File: src/rtl/seg_scan_driver.sv
// seg_scan_driver
//
// Drives two multiplexed 4-digit seven-segment groups from a single scan.
// The right group shows the decimal magnitude of a signed 12-bit value,
// converted by a serial shift-add-3 (double-dabble) engine. The left group
// shows three hex nibbles of an auxiliary word plus a minus sign.
//
// Optional feature: define SEG_LEADING_ZERO_BLANK_EN to blank right-group
// digits above the most significant nonzero digit (the ones digit is never
// blanked). Without it all four right digits always show a numeral.
//
// Parameters:
//   SCAN_DIV  clk cycles each digit stays enabled (2..2^20)
//
// Ports:
//   clk    system clock, all state on rising edge
//   rst    asynchronous, active-low reset
//   load   one-cycle request to capture value and aux (ignored while busy)
//   value  signed two's-complement number, -2048..2047
//   aux    three hex nibbles for left digits 0..2
//   busy   high while a conversion is in progress
//   ena_r  right-group digit enables, one-hot, bit0 = rightmost
//   ena_l  left-group digit enables, same index as ena_r
//   seg_r  right-group segments {a,b,c,d,e,f,g,dp}, active-high
//   seg_l  left-group segments, same format

module seg_scan_driver #(
   parameter int SCAN_DIV = 100000
) (
   input  logic        clk,
   input  logic        rst,
   input  logic        load,
   input  logic [11:0] value,
   input  logic [11:0] aux,
   output logic        busy,
   output logic [3:0]  ena_r,
   output logic [3:0]  ena_l,
   output logic [7:0]  seg_r,
   output logic [7:0]  seg_l
);

   localparam logic [19:0] SCAN_LAST = 20'(SCAN_DIV - 1);

   logic [19:0] scan_cnt;
   logic [1:0]  idx;

   logic [11:0] bin_sh;
   logic [15:0] bcd_work;
   logic [15:0] bcd_adj;
   logic [15:0] bcd_next;
   logic [3:0]  bit_cnt;
   logic        sign_pend;
   logic [11:0] aux_pend;

   logic [15:0] bcd_disp;
   logic        sign_disp;
   logic [11:0] aux_disp;

   logic [11:0] mag;
   logic [3:0]  digit_r;
   logic [3:0]  nib_l;
   logic        blank_r;
   logic [7:0]  seg_r_next;
   logic [7:0]  seg_l_next;

   // Glyph lookup shared by both groups; dp bit is always 0.
   function automatic logic [7:0] glyph(input logic [3:0] n);
      case (n)
         4'h0: glyph = 8'b11111100;
         4'h1: glyph = 8'b01100000;
         4'h2: glyph = 8'b11011010;
         4'h3: glyph = 8'b11110010;
         4'h4: glyph = 8'b01100110;
         4'h5: glyph = 8'b10110110;
         4'h6: glyph = 8'b10111110;
         4'h7: glyph = 8'b11100000;
         4'h8: glyph = 8'b11111110;
         4'h9: glyph = 8'b11110110;
         4'hA: glyph = 8'b11101110;
         4'hB: glyph = 8'b00111110;
         4'hC: glyph = 8'b10011100;
         4'hD: glyph = 8'b01111010;
         4'hE: glyph = 8'b10011110;
         default: glyph = 8'b10001110;
      endcase
   endfunction

   // Absolute value; -2048 wraps to 0x800, which reads as 2048 unsigned.
   always_comb begin
      mag = value[11] ? (~value + 12'd1) : value;
   end

   // One double-dabble step: add 3 to every BCD nibble >= 5, then shift in
   // the next binary bit from the top of the shift register.
   always_comb begin
      bcd_adj = bcd_work;
      for (int i = 0; i < 4; i++) begin
         if (bcd_work[i*4 +: 4] >= 4'd5) begin
            bcd_adj[i*4 +: 4] = bcd_work[i*4 +: 4] + 4'd3;
         end
      end
      bcd_next = {bcd_adj[14:0], bin_sh[11]};
   end

   // Conversion engine. A load seen while idle arms 12 shift steps; the final
   // step commits BCD, sign and aux together so the display never sees a
   // partially converted number.
   always_ff @(posedge clk or negedge rst) begin
      if (!rst) begin
         busy      <= 1'b0;
         bin_sh    <= '0;
         bcd_work  <= '0;
         bit_cnt   <= '0;
         sign_pend <= 1'b0;
         aux_pend  <= '0;
         bcd_disp  <= '0;
         sign_disp <= 1'b0;
         aux_disp  <= '0;
      end else if (busy) begin
         bin_sh   <= {bin_sh[10:0], 1'b0};
         bcd_work <= bcd_next;
         bit_cnt  <= bit_cnt - 4'd1;
         if (bit_cnt == 4'd1) begin
            busy      <= 1'b0;
            bcd_disp  <= bcd_next;
            sign_disp <= sign_pend;
            aux_disp  <= aux_pend;
         end
      end else if (load) begin
         busy      <= 1'b1;
         bin_sh    <= mag;
         bcd_work  <= '0;
         bit_cnt   <= 4'd12;
         sign_pend <= value[11];
         aux_pend  <= aux;
      end
   end

   // Free-running scan divider and digit index, unaffected by conversions.
   always_ff @(posedge clk or negedge rst) begin
      if (!rst) begin
         scan_cnt <= '0;
         idx      <= '0;
      end else if (scan_cnt == SCAN_LAST) begin
         scan_cnt <= '0;
         idx      <= idx + 2'd1;
      end else begin
         scan_cnt <= scan_cnt + 20'd1;
      end
   end

   // Select the digit for the current index. Leading-zero blanking looks at
   // the current digit and every digit above it.
   always_comb begin
      digit_r = bcd_disp[idx*4 +: 4];
      nib_l   = aux_disp[idx*4 +: 4];
      blank_r = 1'b0;
`ifdef SEG_LEADING_ZERO_BLANK_EN
      case (idx)
         2'd3:    blank_r = (bcd_disp[15:12] == 4'd0);
         2'd2:    blank_r = (bcd_disp[15:8]  == 8'd0);
         2'd1:    blank_r = (bcd_disp[15:4]  == 12'd0);
         default: blank_r = 1'b0;
      endcase
`endif
      seg_r_next = blank_r ? 8'b00000000 : glyph(digit_r);
      if (idx == 2'd3) begin
         seg_l_next = sign_disp ? 8'b00000010 : 8'b00000000;
      end else begin
         seg_l_next = glyph(nib_l);
      end
   end

   // Enables and segments are registered together from the same index so
   // the digit drive never straddles two digits.
   always_ff @(posedge clk or negedge rst) begin
      if (!rst) begin
         ena_r <= '0;
         ena_l <= '0;
         seg_r <= '0;
         seg_l <= '0;
      end else begin
         ena_r <= 4'b0001 << idx;
         ena_l <= 4'b0001 << idx;
         seg_r <= seg_r_next;
         seg_l <= seg_l_next;
      end
   end

endmodule
File: config.mk
export PLATFORM = sky130hd
export DESIGN_NAME = seg_scan_driver
export DESIGN_NICKNAME = d
export VERILOG_FILES = /design/src/rtl/seg_scan_driver.sv
export SDC_FILE = /design/constraint.sdc
export NUM_CORES = 1
export LEC_CHECK = 0
export ABC_AREA = 1
export CAP_MARGIN = 40
export CORE_MARGIN = 4
export CORE_UTILIZATION = 58
export CTS_BUF_LIST = sky130_fd_sc_hd__clkbuf_16
export DETAILED_ROUTE_END_ITERATION = 8
export GPL_ROUTABILITY_DRIVEN = 0
export PLACE_DENSITY_LB_ADDON = 0.3
export SKIP_LAST_GASP = 1
export SLEW_MARGIN = 5
export SYNTH_ARGS = -nofsm -noshare
export SYNTH_HDL_FRONTEND = slang
export SYNTH_SLANG_ARGS = --single-unit
File: constraint.sdc
create_clock -name clk -period 2.8 [get_ports clk]
set_input_delay 0.42 -clock clk [delete_from_list [all_inputs] [get_ports clk]]
set_output_delay 0.42 -clock clk [all_outputs]
set_load 0.01 [all_outputs]
==> metrics.cfg <==
[critical_path]
crit_type=reg2reg
cp_max_fo=9
crit_path_end_kind=flop
critical_path.slowest_cell=dfrtp_1
slowest_delay_ns=0.44
required_ns=3.14
crit_path_start_kind=flop
cp_common_cell=inv_1
crit_path_cell_trace=buf_4 -> or2_2 -> a32oi_2 -> inv_1 -> ha_1 -> inv_1 -> nand3_1 -> nand2_1 -> a21oi_1 -> nor2_1
arrival_ns=2.52

[detailed_routing]
vias_per_cell=5.37
wirelength_mm=12.6
wl_per_cell_um=13.3
drc=0
drtIter0Drc=462
drtPass1Iterations=5
drtAntennaViolNets=0
vias=5087

[layout]
final_area_um2=7170
fin_nets=858
drive_gt1_share_pct=6.41
syn_to_final_growth_pct=18.4
fin_cells=947
final_util_pct=70.1
antenna_cells=0

[synth]
syn_inst=752
yosys-top-cells-area=dfrtp_1, nand2_1, ha_1
synth_top_area_cell=dfrtp_1
synth_edf_count=0
ys.flop_type=dfrtp_1
synth_top_cells_by_count=nand2_1, dfrtp_1, inv_1
ys_warn_count=0
synthesis.area_um2=6060
ys_seq_area_share_pct=47.5
synth_area_per_cell_um2=8.05
synth.most_common_cell=nand2_1
async_flop_share_pct=100
synth_cell_type_count=31
ys_ff_latch=115
netlist.area_leader.share_pct=47.5

[status]
status=complete, no violations

[floorplan]
die_x_um=110
die_h_um=110
rows=37
die_area_um2=12100
coreArea_um2=10200
num_io_pins=52
start_util_pct=59.2

[clock_tree]
cts_resized=0
cts_sinks=115
clkLatencyLatePin_ns=0.41
clockRootBuffer=clkbuf_16
tritoncts=yes
numCtsBuffers=17
cts_htree_levels=4
clk_path_buf_depth=2
cts_setup_buffers=0
cts_hold_buf=0
path_clk_slew_ns=0.05

[timing]
fin_skew_ns=0.00838
fin_crit_ns=2.18
setup_violations=0
fin_hold_ws_ns=0.0603
fin_crit_sh_pct=77.7
setup-tns-final_ns=0
max_freq_mhz=460
maxSlewHeadroom_pct=53.0
hold_violations=0
tightestPinTransition_ns=0.706
rsz0062_at_grt=false
drv_slew=0

[pwr]
ir_drop_mv=0.466
power_leakage_nw=3.60
power.density_nw_per_um2=990

[worst_hold_path]
hp-class=in2async

[placed_design]
io_buffer_count=49
place_hpwl_mm=8.95
placed_area_um2=6620
dp.cells=918

[global_route]
grt_start_max_net_pins=56
antenna_found_initial=0
grt_use_total_pct=22.7
grt-ovfl-total=0
grt_pass1_wl_mm=21.8
grt_pass1_vias=4751

[job]
drv_cap=0

## cells by family after synthesis
group                    after synthesis  share of synthesized area [%]
buffers and inverters                115                           8.24
flip-flops                           115                           47.5
AND/OR/NAND/NOR                      377                           26.1
XOR/XNOR                              20                           2.89
adder cells (fa/ha/maj)               30                           6.20
AO/OA/AOI/OAI                         94                           8.97
other                                  1                         0.0619
## through the flow
step	total power, mW	worst slack (ns)
final	7.10	0.624
after global routing	7.64	0.500
after CTS	7.10	0.632
after detailed placement	5.04	0.650
after global placement	4.88	0.764
after floorplan	4.27	0.863
## where the power goes
part / total (mW) / internal [mW] / leakage, nW / switching [mW]
logic: 2.49 / 0.952 / 1.88 / 1.54
registers: 2.58 / 2.25 / 1.44 / 0.325
clock network: 2.03 / 1.35 / 0.282 / 0.681
## worst paths after layout
path,start,cells past startpoint,slack [ns],to
hold / removal,rst,1,0.06,scan_cnt[10]
setup reg to reg,idx[0],10,0.62,seg_l[7]
hold reg to reg,scan_cnt[0],1,0.47,scan_cnt[0]
max in group asynchronous,rst,2,2.12,aux_pend[7]
min in group clk,scan_cnt[0],1,0.47,scan_cnt[0]
setup / recovery,idx[0],10,0.62,seg_l[7]
## layout make-up
class | count | area [um2]
fillers | 763 | 3060
flip-flops and latches | 115 | 2880
multi-input cells | 523 | 2680
repair buffers | 54 | 551
clock buffers | 17 | 425
inverters | 90 | 338
well taps | 136 | 170
clock inverters | 12 | 126
## flip-flops by register name (all words and copies together), names as in the netlist
name and cells:
sign_disp 1, ena_l 4, seg_r 7, aux_disp 12
bin_sh 12, busy 1, seg_l 7, bit_cnt 4
aux_pend 12, idx 2, bcd_work 16, sign_pend 1
bcd_disp 16, scan_cnt 20
## per-layer routing
layer	vias to the layer above	global-route usage [%]	part of all wire [%]
li1	2488	-	-
met1	2426	27.8	42
met2	152	40.0	51
met3	21	5.30	4.9
met4	0	6.95	1.5
met5	-	0	0
## critical path, delay by kind of cell, from the launching register on
| kind | cells | cell delay [ns] |
|---|---|---|
| adder cells (fa/ha/maj) | 1 | 0.24 |
| buffers and inverters | 3 | 0.43 |
| flip-flops | 1 | 0.44 |
| AO/OA/AOI/OAI | 2 | 0.38 |
| AND/OR/NAND/NOR | 4 | 0.61 |
## layout by cell type, fill, tap and decap left out, types with 4 or more instances in the layout
cell type and n:
clkbuf_16 17, nand4_1 10, inv_2 8, o211ai_1 4
xor2_1 20, clkdlybuf4s50_1 48, nand2_1 237, o21ai_0 55
a21oi_1 6, clkinv_1 4, inv_1 85, nand3_1 48
o22ai_1 14, nand2_2 5, buf_4 4, nor2_1 63
ha_1 30, a22oi_1 11, dfrtp_1 115
(Power assumes the default switching activity.)
==> RTL change: new RTL, config.mk and constraints unchanged <==
Register the inputs `load`, `value` and `aux` before use, without a reset. The logic sees them one clock later. Comments in the files are not updated.
--- a/src/rtl/seg_scan_driver.sv
+++ b/src/rtl/seg_scan_driver.sv
@@ -42,2 +42,12 @@
    localparam logic [19:0] SCAN_LAST = 20'(SCAN_DIV - 1);
+
+   logic load_q;
+   logic [11:0] value_q;
+   logic [11:0] aux_q;
+
+   always_ff @(posedge clk) begin
+      load_q  <= load;
+      value_q <= value;
+      aux_q   <= aux;
+   end
 
@@ -89,3 +99,3 @@
    always_comb begin
-      mag = value[11] ? (~value + 12'd1) : value;
+      mag = value_q[11] ? (~value_q + 12'd1) : value_q;
    end
@@ -128,3 +138,3 @@
          end
-      end else if (load) begin
+      end else if (load_q) begin
          busy      <= 1'b1;
@@ -133,4 +143,4 @@
          bit_cnt   <= 4'd12;
-         sign_pend <= value[11];
-         aux_pend  <= aux;
+         sign_pend <= value_q[11];
+         aux_pend  <= aux_q;
       end
Behaviour: not the same (Yosys sat finds a counterexample within 4 cycles, from zero or initial values and one cycle with rst low).
==> RTL change against the original RTL <==
- via count increased by 4.9%
- total power up 7.9%
- hold slack better by 0.030 ns
- wire length is 10% higher
- critical path type unchanged
- first-iteration DRC count shrank 2.6%
- synthesized area is 7.6% higher
- cell area up 7.8%
- critical path depth is the same
- worst setup slack got worse by 0.11 ns
- clock skew barely moved
- sequential cell count up 25
==> RTL change: results (changes against the original RTL) <==
peakVddDrop_v: 0.000481  # was 0.000466 V
ctsHtreeMaxLevel: 4  # unchanged
top_regs: "scan_cnt: 20 flops, bcd_disp: 16 flops, bcd_work: 16 flops"  # unchanged
cts_resized: 0  # unchanged
tightest_slew_ns: 0.803  # was 0.706 ns
diodes: 0  # unchanged
cts_made_buffers: 17  # unchanged
dp_slack_ns: 0.535  # was 0.650 ns
hold_class: "in2async"  # unchanged
first_iter_violations: 450  # was 462
antenna_found_initial: 0  # unchanged
clk_path_buf_depth: 2  # unchanged
yosysUniqueCellTypes: 32  # was 31
yosys-top-cells-count: "nand2_1, dfrtp_1, inv_1"  # unchanged
grt_pass1_wl_mm: 24.1  # was 21.8 mm
crit_arrival_ns: 2.63  # was 2.52 ns
yosysSeqAreaShare_pct: 51.9  # was 47.5%
ff2ff_path_depth: 10  # unchanged
post_cts_buffers: 0  # unchanged
skew_ns: 0.00858  # was 0.00838 ns
synthTopCellsByArea: "dfrtp_1, nand2_1, dfxtp_1"  # was dfrtp_1, nand2_1, ha_1
place_hpwl_mm: 9.68  # was 8.95 mm
clk_latency_ns: 0.42
via_per_inst: 5.46  # was 5.37
drt-total-wl_mm: 13.8  # was 12.6 mm
port_buffers: 49  # unchanged
grtUsageTotal_pct: 23.1  # was 22.7%
nNetsFinal: 882  # was 858
synth-async-reset-ratio_pct: 82.1  # was 100%
yosysWarnings: 0  # unchanged
crit_fanout: 16  # was 9
fillers: 772  # was 763
status: "finished, final reports clean"  # unchanged
drive_above_1_share_pct: 6.56  # was 6.41%
grt_max_degree: 63  # was 56
p_leak_nw: 3.78  # was 3.60 nW
clk_pin_slew_ns: 0.06
cts_root_buf: "clkbuf_16"  # unchanged
first_pass_iters: 5  # unchanged
[RTL change: cell count changes after synthesis, moves of 3 or more]
cell	unedited run	this run
nand2_1	237	201
dfxtp_1	0	25
o21ai_0	55	70
inv_1	82	93
nor3_1	0	6
o21ai_1	1	6
buf_4	11	8
nand3_1	48	51
nor2_1	63	60
o211ai_1	4	1
[RTL change: layer usage]
metal / part of all wire, % / up-vias / global-route usage (%) / wire, um
met5: 0 / - / 0 / 0
met4: 3.3 / 0 / 10.4 / 463
met3: 5.6 / 57 / 5.15 / 777
met2: 49 / 209 / 39.1 / 6730
met1: 42 / 2499 / 28.5 / 5870
li1: - / 2571 / - / -
[RTL change: cells by family (layout without fill, tap and decap cells)]
logic type | after synthesis | after routing | synth area share [%]
xor gates and xnor gates | 21 | 21 | 2.82
other | 1 | 2 | 0.0576
adders and majority gates | 30 | 30 | 5.76
DFF | 140 | 140 | 51.9
buffers and inverters | 124 | 188 | 7.93
and+or+nand+nor | 343 | 343 | 21.9
AOI/OAI and AO/OA | 114 | 114 | 9.68
[RTL change: cell type report]
cell class	count	area, um^2	share of cell area [%]
flip-flops and latches	140	3380	43.7
multi-input cells	510	2620	33.9
repair buffers	55	558	7.22
clock buffers	19	475	6.15
inverters	101	382	4.94
well taps	140	175	2.27
clock inverters	13	140	1.81
[RTL change: worst paths after layout]
check / startpoint / to / slack, ns
setup reg to reg: idx[0]$_DFFE_PN0N_ / seg_l[7]$_DFF_PN0_ / 0.52
min in group clk: aux_q[3]$_DFF_P_ / aux_pend[3]$_DFFE_PN0P_ / 0.42
max in group asynchronous: rst / bcd_work[2]$_DFFE_PN0P_ / 2.06
hold reg to reg: aux_q[3]$_DFF_P_ / aux_pend[3]$_DFFE_PN0P_ / 0.42
hold / removal: rst / aux_disp[10]$_DFFE_PN0P_ / 0.09
setup / recovery: idx[0]$_DFFE_PN0N_ / seg_l[7]$_DFF_PN0_ / 0.52
[RTL change: power breakdown]
group          total, mW  switching, mW  leakage [nW]  internal, mW
clock network       2.27          0.851         0.306          1.42
logic               2.44           1.51          1.82         0.927
registers           2.95          0.325          1.65          2.63
[RTL change: stage by stage]
step	cell area [um^2]	util [%]	cells	total power, mW
final	7730	70.7	978	7.66
after global routing	7730	70.7	978	8.22
after CTS	7730	70.7	978	7.68
after detailed placement	7120	65.1	946	5.39
after global placement	7120	65.1	946	5.22
after floorplan	6520	-	774	4.59
[RTL change: critical path: stages, from the launching register on]
cell and delay (ns):
dfrtp_1 0.49, inv_2 0.19, or2_1 0.24, a32oi_1 0.45, inv_2 0.11, ha_1 0.27
inv_1 0.08, nand3_1 0.10, nand2_1 0.12, a21oi_1 0.05, nor2_1 0.12
